`src/rtl/ctrl_decode_stage.sv`:
```
// Registered RV64 main-control decode stage with valid/ready handshake.
// M-extension ops are held in a countdown state for a programmable latency before being presented.
module ctrl_decode_stage #(
  parameter int ENABLE_M = 1,
  parameter int MUL_LAT  = 3,
  parameter int DIV_LAT  = 16,
  parameter int CNT_W    = 5
) (
  input  logic        clk,
  input  logic        reset_n,
  input  logic        flush,
  input  logic        in_valid,
  output logic        in_ready,
  input  logic [31:0] instr,
  output logic        out_valid,
  input  logic        out_ready,
  output logic [31:0] out_instr,
  output logic        regWrite,
  output logic        aluSrc,
  output logic        aluSext,
  output logic        memRead,
  output logic        memWrite,
  output logic        branch,
  output logic        jump,
  output logic        jumpReg,
  output logic        lui,
  output logic        auipc,
  output logic        csrrx,
  output logic [1:0]  aluOp,
  output logic        mulDiv,
  output logic        illegal,
  output logic        busy
);

  typedef enum logic [1:0] {
    S_EMPTY = 2'd0,
    S_WAIT  = 2'd1,
    S_HOLD  = 2'd2
  } state_t;

  state_t             state_q, state_d;
  logic [CNT_W-1:0]   cnt_q, cnt_d;
  logic [12:0]        ctrl_q, ctrl_d;
  logic               mul_div_q, mul_div_d;
  logic               illegal_q, illegal_d;
  logic               out_valid_q, out_valid_d;
  logic               busy_q, busy_d;
  logic [31:0]        out_instr_q, out_instr_d;

  logic [12:0]        dec_ctrl;
  logic               dec_illegal;
  logic               dec_mul;
  logic               dec_multi;
  logic [CNT_W-1:0]   dec_lat;
  logic               accept;

  // Bundle layout: {regWrite, aluSrc, aluOp[1:0], aluSext, memRead, memWrite, branch, jump, jumpReg, lui, auipc, csrrx}
  always_comb begin
    dec_ctrl    = 13'd0;
    dec_illegal = 1'b0;
    dec_mul     = 1'b0;
    case (instr[6:0])
      7'b0110011: dec_ctrl = 13'b1_0_10_0_0_0_0_0_0_0_0_0;
      7'b0111011: dec_ctrl = 13'b1_0_10_1_0_0_0_0_0_0_0_0;
      7'b0010011: dec_ctrl = 13'b1_1_11_0_0_0_0_0_0_0_0_0;
      7'b0011011: dec_ctrl = 13'b1_1_11_1_0_0_0_0_0_0_0_0;
      7'b0000011: dec_ctrl = 13'b1_1_00_0_1_0_0_0_0_0_0_0;
      7'b0100011: dec_ctrl = 13'b0_1_00_0_0_1_0_0_0_0_0_0;
      7'b1100011: dec_ctrl = 13'b0_0_01_0_0_0_1_0_0_0_0_0;
      7'b1101111: dec_ctrl = 13'b1_0_00_0_0_0_0_1_0_0_0_0;
      7'b1100111: dec_ctrl = 13'b1_1_00_0_0_0_0_0_1_0_0_0;
      7'b0110111: dec_ctrl = 13'b1_1_00_0_0_0_0_0_0_1_0_0;
      7'b0010111: dec_ctrl = 13'b1_1_00_0_0_0_0_0_0_0_1_0;
      7'b1110011: dec_ctrl = 13'b1_0_00_0_0_0_0_0_0_0_0_1;
      default:    dec_illegal = 1'b1;
    endcase
    if (((instr[6:0] == 7'b0110011) || (instr[6:0] == 7'b0111011)) &&
        (instr[31:25] == 7'b0000001)) begin
      if (ENABLE_M != 0) begin
        dec_mul = 1'b1;
      end else begin
        dec_ctrl    = 13'd0;
        dec_illegal = 1'b1;
      end
    end else begin
      dec_mul = 1'b0;
    end
  end

  // funct3[2] separates div/rem from mul; a latency of one needs no countdown
  assign dec_lat   = instr[14] ? CNT_W'(DIV_LAT) : CNT_W'(MUL_LAT);
  assign dec_multi = dec_mul && (dec_lat > CNT_W'(1));
  assign in_ready  = !flush && ((state_q == S_EMPTY) || ((state_q == S_HOLD) && out_ready));
  assign accept    = in_valid && in_ready;

  // Next-state, countdown and held-entry selection
  always_comb begin
    state_d     = state_q;
    cnt_d       = cnt_q;
    ctrl_d      = ctrl_q;
    mul_div_d   = mul_div_q;
    illegal_d   = illegal_q;
    out_instr_d = out_instr_q;
    if (flush) begin
      state_d   = S_EMPTY;
      cnt_d     = {CNT_W{1'b0}};
      mul_div_d = 1'b0;
      illegal_d = 1'b0;
    end else if (accept) begin
      ctrl_d      = dec_ctrl;
      mul_div_d   = dec_mul;
      illegal_d   = dec_illegal;
      out_instr_d = instr;
      if (dec_multi) begin
        state_d = S_WAIT;
        cnt_d   = dec_lat - CNT_W'(1);
      end else begin
        state_d = S_HOLD;
        cnt_d   = {CNT_W{1'b0}};
      end
    end else begin
      case (state_q)
        S_WAIT: begin
          if (cnt_q == CNT_W'(1)) begin
            state_d = S_HOLD;
            cnt_d   = {CNT_W{1'b0}};
          end else begin
            cnt_d = cnt_q - CNT_W'(1);
          end
        end
        S_HOLD: begin
          if (out_ready) begin
            state_d = S_EMPTY;
          end else begin
            state_d = S_HOLD;
          end
        end
        default: state_d = state_q;
      endcase
    end
    out_valid_d = (state_d == S_HOLD);
    busy_d      = (state_d == S_WAIT);
  end

  // State and output registers
  always_ff @(posedge clk or negedge reset_n) begin
    if (!reset_n) begin
      state_q     <= S_EMPTY;
      cnt_q       <= {CNT_W{1'b0}};
      ctrl_q      <= 13'd0;
      mul_div_q   <= 1'b0;
      illegal_q   <= 1'b0;
      out_valid_q <= 1'b0;
      busy_q      <= 1'b0;
      out_instr_q <= 32'd0;
    end else begin
      state_q     <= state_d;
      cnt_q       <= cnt_d;
      ctrl_q      <= ctrl_d;
      mul_div_q   <= mul_div_d;
      illegal_q   <= illegal_d;
      out_valid_q <= out_valid_d;
      busy_q      <= busy_d;
      out_instr_q <= out_instr_d;
    end
  end

  assign {regWrite, aluSrc, aluOp, aluSext, memRead, memWrite,
          branch, jump, jumpReg, lui, auipc, csrrx} = ctrl_q;
  assign mulDiv    = mul_div_q;
  assign illegal   = illegal_q;
  assign out_valid = out_valid_q;
  assign busy      = busy_q;
  assign out_instr = out_instr_q;

endmodule

```
`config.mk`:
```
export PLATFORM = sky130hd
export DESIGN_NAME = ctrl_decode_stage
export DESIGN_NICKNAME = d
export VERILOG_FILES = /design/src/rtl/ctrl_decode_stage.sv
export SDC_FILE = /design/constraint.sdc
export NUM_CORES = 1
export LEC_CHECK = 0
export CAP_MARGIN = 30
export CELL_PAD_IN_SITES_DETAIL_PLACEMENT = 0
export CELL_PAD_IN_SITES_GLOBAL_PLACEMENT = 1
export CORE_UTILIZATION = 33
export CTS_CLUSTER_SIZE = 30
export DETAILED_ROUTE_END_ITERATION = 8
export PLACE_DENSITY = 0.8
export SYNTH_ARGS = -nofsm -noshare
export SYNTH_HDL_FRONTEND = slang
export SYNTH_SLANG_ARGS = --single-unit
```
`constraint.sdc`:
```
create_clock -name clk -period 2.62 [get_ports clk]
set_input_delay 0.655 -clock clk [delete_from_list [all_inputs] [get_ports clk]]
set_output_delay 0.655 -clock clk [all_outputs]
set_load 0.05 [all_outputs]
```
## Word-level counts from Yosys, hierarchy flattened

Index checks and enable logic that the tools add are counted.

| word-level totals | value |
|---|---|
| bits in registers | 56 |
| output and inout bits | 50 |

| cells by class | value |
|---|---|
| order comparisons | 1 |
| multiplexer cells | 19 |
| equality and inequality tests | 18 |
| bitwise gates (word level) | 1 |
| add/subtract/negate cells | 2 |
| reduce and logical (&&, ||, !) cells | 13 |

Operator list:

| kind | count |
|---|---|
| $pmux 13 s12 | 1 |
| $mux 5 | 6 |
| $eq 7x6->1 const B | 4 |
| $eq 7x7->1 const B | 4 |
| $eq 7x5->1 const B | 3 |
| $reduce_or 12->1 | 1 |
| $mux 2 | 5 |
| $sub 5x1->5 const B | 2 |
| $eq 7x1->1 const B | 1 |
| $eq 7x2->1 const B | 1 |
| $mux 1 | 6 |
| $eq 5x1->1 const B | 1 |
| $gt 5x1->1 const B | 1 |
| $logic_and 1x1->1 | 5 |
| $eq 2x1->1 const B | 2 |
| $eq 2x2->1 const B | 2 |
| $pmux 2 s2 | 1 |
| $reduce_bool 3->1 | 1 |
| $logic_not 2->1 | 1 |
| $logic_or 1x1->1 | 2 |
| $reduce_and 2->1 | 1 |
| $reduce_bool 2->1 | 1 |
| $logic_not 1->1 | 1 |
| $not 1->1 | 1 |

## Longest topological paths before layout

Gate-level depths: netlist of the first run.

| logic depth | value |
|---|---|
| depth in word-level cells | 9 |
| mapped depth | 8 |

## Worst setup path before layout of the first run

No wires, ideal clock.

| timing path | value |
|---|---|
| kind | input -> output |
| start point | in out_ready |
| end point | out in_ready |
| buffers on the path | 0 |
| stages | 2 |
| setup slack | 0.427 ns |
| required time | 1.965 ns |
| data arrival time | 1.538 ns |
| cell sequence | a21o_1 nor2b_1 |

| on the way | value |
|---|---|
| word-level cells in the longest chain between the ends | 3 |

RTL lines:

| what | RTL line | RTL |
|---|---|---|
| start: declaration | 16 | `input logic out_ready,` |
| $logic_and 1x1->1 | 93 | `assign in_ready = !flush && ((state_q == S_EMPTY) \|\| ((state_q == S_HOLD) && out_ready));` |
| $logic_or 1x1->1 | 93 |  |
| $logic_and 1x1->1 | 93 |  |
| end: declaration | 13 | `output logic in_ready,` |

No other way between the ends.

## Worst setup path after layout of the first run

Ends and elaborated chain as after synthesis.

==> impl_metrics.ini, run 1 <==
[status]
status = finished clean

[detailed_routing]
avgViaCountPerCell = 4.616
wl_mm = 6.137
firstDrtPassIters = 4
drtIter0Drc = 65
antenna_left = 0
wire_per_inst_um = 13.09
drc = 0
dr_total_vias = 2165

[setup_path]
start_kind = primary input
cp.arrival_ps = 1750
reg2reg_depth = 6
cpMaxStageDelayCell = clkdlybuf4s50_1
cp.required_ps = 1970
r2r_start = cnt_q[0]
critical-path-max-stage-delay_ps = 470
cp_max_fo = 5
crit_type = primary input to output port
r2r-end = cnt_q[4]
ff2ff_setup_slack_ps = 640
crit_chain = clkdlybuf4s50_1 > a21o_1 > nor2b_1 > buf_12
endpoint_kind = output port

[sta]
rsz0062_at_grt = no
maxSlewHeadroom_pct = 63.86
maxSlewViolCount = 0
fin_skew_ps = 17.97
fin_tns_setup_ps = 0
max_freq_mhz = 415.0
setup_violations = 0
fin_hold_ws_ps = 282.8
fin_crit_ps = 2410
hold_viol = 0
finalCritPeriodShare_pct = 91.97
tightest_slew_ps = 540.4

[global_route]
grt_use_met1_pct = 22.07
grt-ovfl-total = 0
grt_pass1_wl_mm = 10.29
grt_pass1_vias = 2115
antenna_found_initial = 0
grt_use_met2_pct = 28.17
busiest_layer = met2
grt_usage_pct = 17.27
grt_max_degree = 38
use_met3_pct = 5.355

[yosys]
synth.distinct_cells = 39
ys_seq_area_share_pct = 56.00
synth_seq_cells = 56
synthFlopType = dfrtp_1
synth_edf_count = 0
syn_area_um2 = 2502
synth_area_leaders = dfrtp_1 56%, nand2_1 17%, o21ai_0 2.6%, ha_1 2.5%, nor2_1 2.1%
syn_inst = 276
ys_warn_count = 0
synth_top_area_cell = dfrtp_1
avgSynthCellArea_um2 = 9.067
synth_top_area_share_pct = 56.00
synthArstFlopShare_pct = 100.0
syn-num-nets = 318

[clock_network]
cts-resized-gates = 0
ctsHoldBuffers = 0
clock_latency_ps = 320
numCtsBuffers = 5
root_buffer = clkbuf_8
cts.reportedPaths.clkPinSlew_ps = 110
clockBufferDepth = 2
cts_num_sinks = 56
htreeDepth = 2
cts_tree = built
post_cts_buffers = 0

[power_and_ir_drop]
totalPowerFinal_mw = 2.344
p_sw_uw = 875.0
p_int_mw = 1.469
pwr-share-comb_pct = 34.6
powerDensity_nw_per_um2 = 637.0
vdd_ir_drop_max_uv = 298.6
power_frac_seq_pct = 43.4
switching_share_pct = 37.33
power.share.clock_pct = 22.0
leakage_nw = 1.709

[placement]
place.gp.congestion = 0.7930
port_buffers = 86
dp_cells = 461
dpl.hpwl_mm = 4.602

[die]
core.rowCount = 31
die_area_um2 = 7935
ios = 87
start_util_pct = 34.32
die-height_um = 89.08
die_width_um = 89.08
core-area_um2 = 7292

[final_layout]
fin_util_pct = 50.46
nFillCells = 723
final_common_cell = nand2_1
n_antenna_cell = 0
drive_gt1_share_pct = 8.649
final_cells = 469
nNetsFinal = 411
syn_to_final_growth_pct = 47.05
layout_common_cells = 115 x nand2_1, 84 x clkdlybuf4s50_1, 56 x dfrtp_1

[min_path]
hp-class = primary input to async pin

[flow_run]
drv_cap = 0
state kept, by name, summed over array words and instances (netlist names):
signal,flops
out_instr,32
ctrl_q,13
cnt_q,5
state_q,2
busy,1
illegal,1
mulDiv,1
out_valid,1
how the worst max path moves through the flow:
stage	startpoint	to	slack (ps)	cells past startpoint
after floorplan	out_ready	in_ready	430	2
after global placement	instr[27]	cnt_q[2]	110	6
after detailed placement	instr[27]	cnt_q[2]	80	6
after CTS	out_ready	in_ready	200	4
after global routing	out_ready	in_ready	130	4
final	out_ready	in_ready	210	4
cell usage after synthesis (all sizes together) (2+ instances only):
| library cell | number |
|---|---|
| nand2 | 115 |
| dfrtp | 56 |
| nor2 | 14 |
| o21ai | 13 |
| clkbuf | 11 |
| a21oi | 8 |
| inv | 8 |
| ha | 5 |
| a21o | 3 |
| nand3b | 3 |
| o31ai | 3 |
| or3 | 3 |
| a31oi | 2 |
| and2 | 2 |
| buf | 2 |
| mux2 | 2 |
| nand4 | 2 |
| nand4b | 2 |
| nor2b | 2 |
| nor3 | 2 |
| or4b | 2 |
area by class of cell:
class,instances,area [um^2],area share [%]
repair buffers,99,1001,27.20
well taps,99,123.9,3.366
multi-input cells,199,1022,27.78
clock buffers,6,82.58,2.244
inverters,8,30.03,0.8160
flip-flops and latches,56,1401,38.08
clock inverters,2,18.77,0.5100
layer usage:
metal / vias up / part of all wire (%)
li1: 1087 / -
met1: 1011 / 45
met2: 63 / 48
met3: 4 / 6.5
met4: 0 / 0.95
met5: - / 0
kinds of logic after synthesis:
| family | share of synthesized area, % |
|---|---|
| AOI/OAI and AO/OA | 9.800 |
| adders and majority gates | 2.500 |
| buffers and inverters | 3.250 |
| DFF | 56.00 |
| muxes | 0.8999 |
| and+or+nand+nor | 27.55 |
through the flow:
step | setup slack (ps) | area (um^2)
floorplan | 426.9 | 2502
global placement | 110.4 | 3578
detailed placement | 83.90 | 3578
CTS | 195.4 | 3680
global route | 131.9 | 3680
finish | 210.3 | 3680
power groups by stage:
stage	Sequential (mW)	Combinational, mW	Clock [mW]
3_5_place_dp	1.03	0.819	0
4_1_cts	1.02	0.821	0.531
3_3_place_gp	1.03	0.810	0
5_1_grt	1.03	0.864	0.567
2_1_floorplan	1.36	0.149	0
6_report	1.02	0.810	0.517
worst max-delay path: cells and delay by family:
family                 cells  cell delay, ps
buffers and inverters      2             640
AOI/OAI and AO/OA          1             190
and+or+nand+nor            1             260
Power figures use the tool's default switching activity.
==> run 2, diff against run 1 <==
--- a/config.mk
+++ b/config.mk
@@ -9,7 +9,7 @@
 export CELL_PAD_IN_SITES_DETAIL_PLACEMENT = 0
 export CELL_PAD_IN_SITES_GLOBAL_PLACEMENT = 1
 export CORE_UTILIZATION = 33
-export CTS_CLUSTER_SIZE = 30
+export CTS_CLUSTER_SIZE = 12
 export DETAILED_ROUTE_END_ITERATION = 8
 export PLACE_DENSITY = 0.8
 export SYNTH_ARGS = -nofsm -noshare
==> results of run 2 <==
Same layout as run 1: the final DEF is identical, and so are final timing and power.
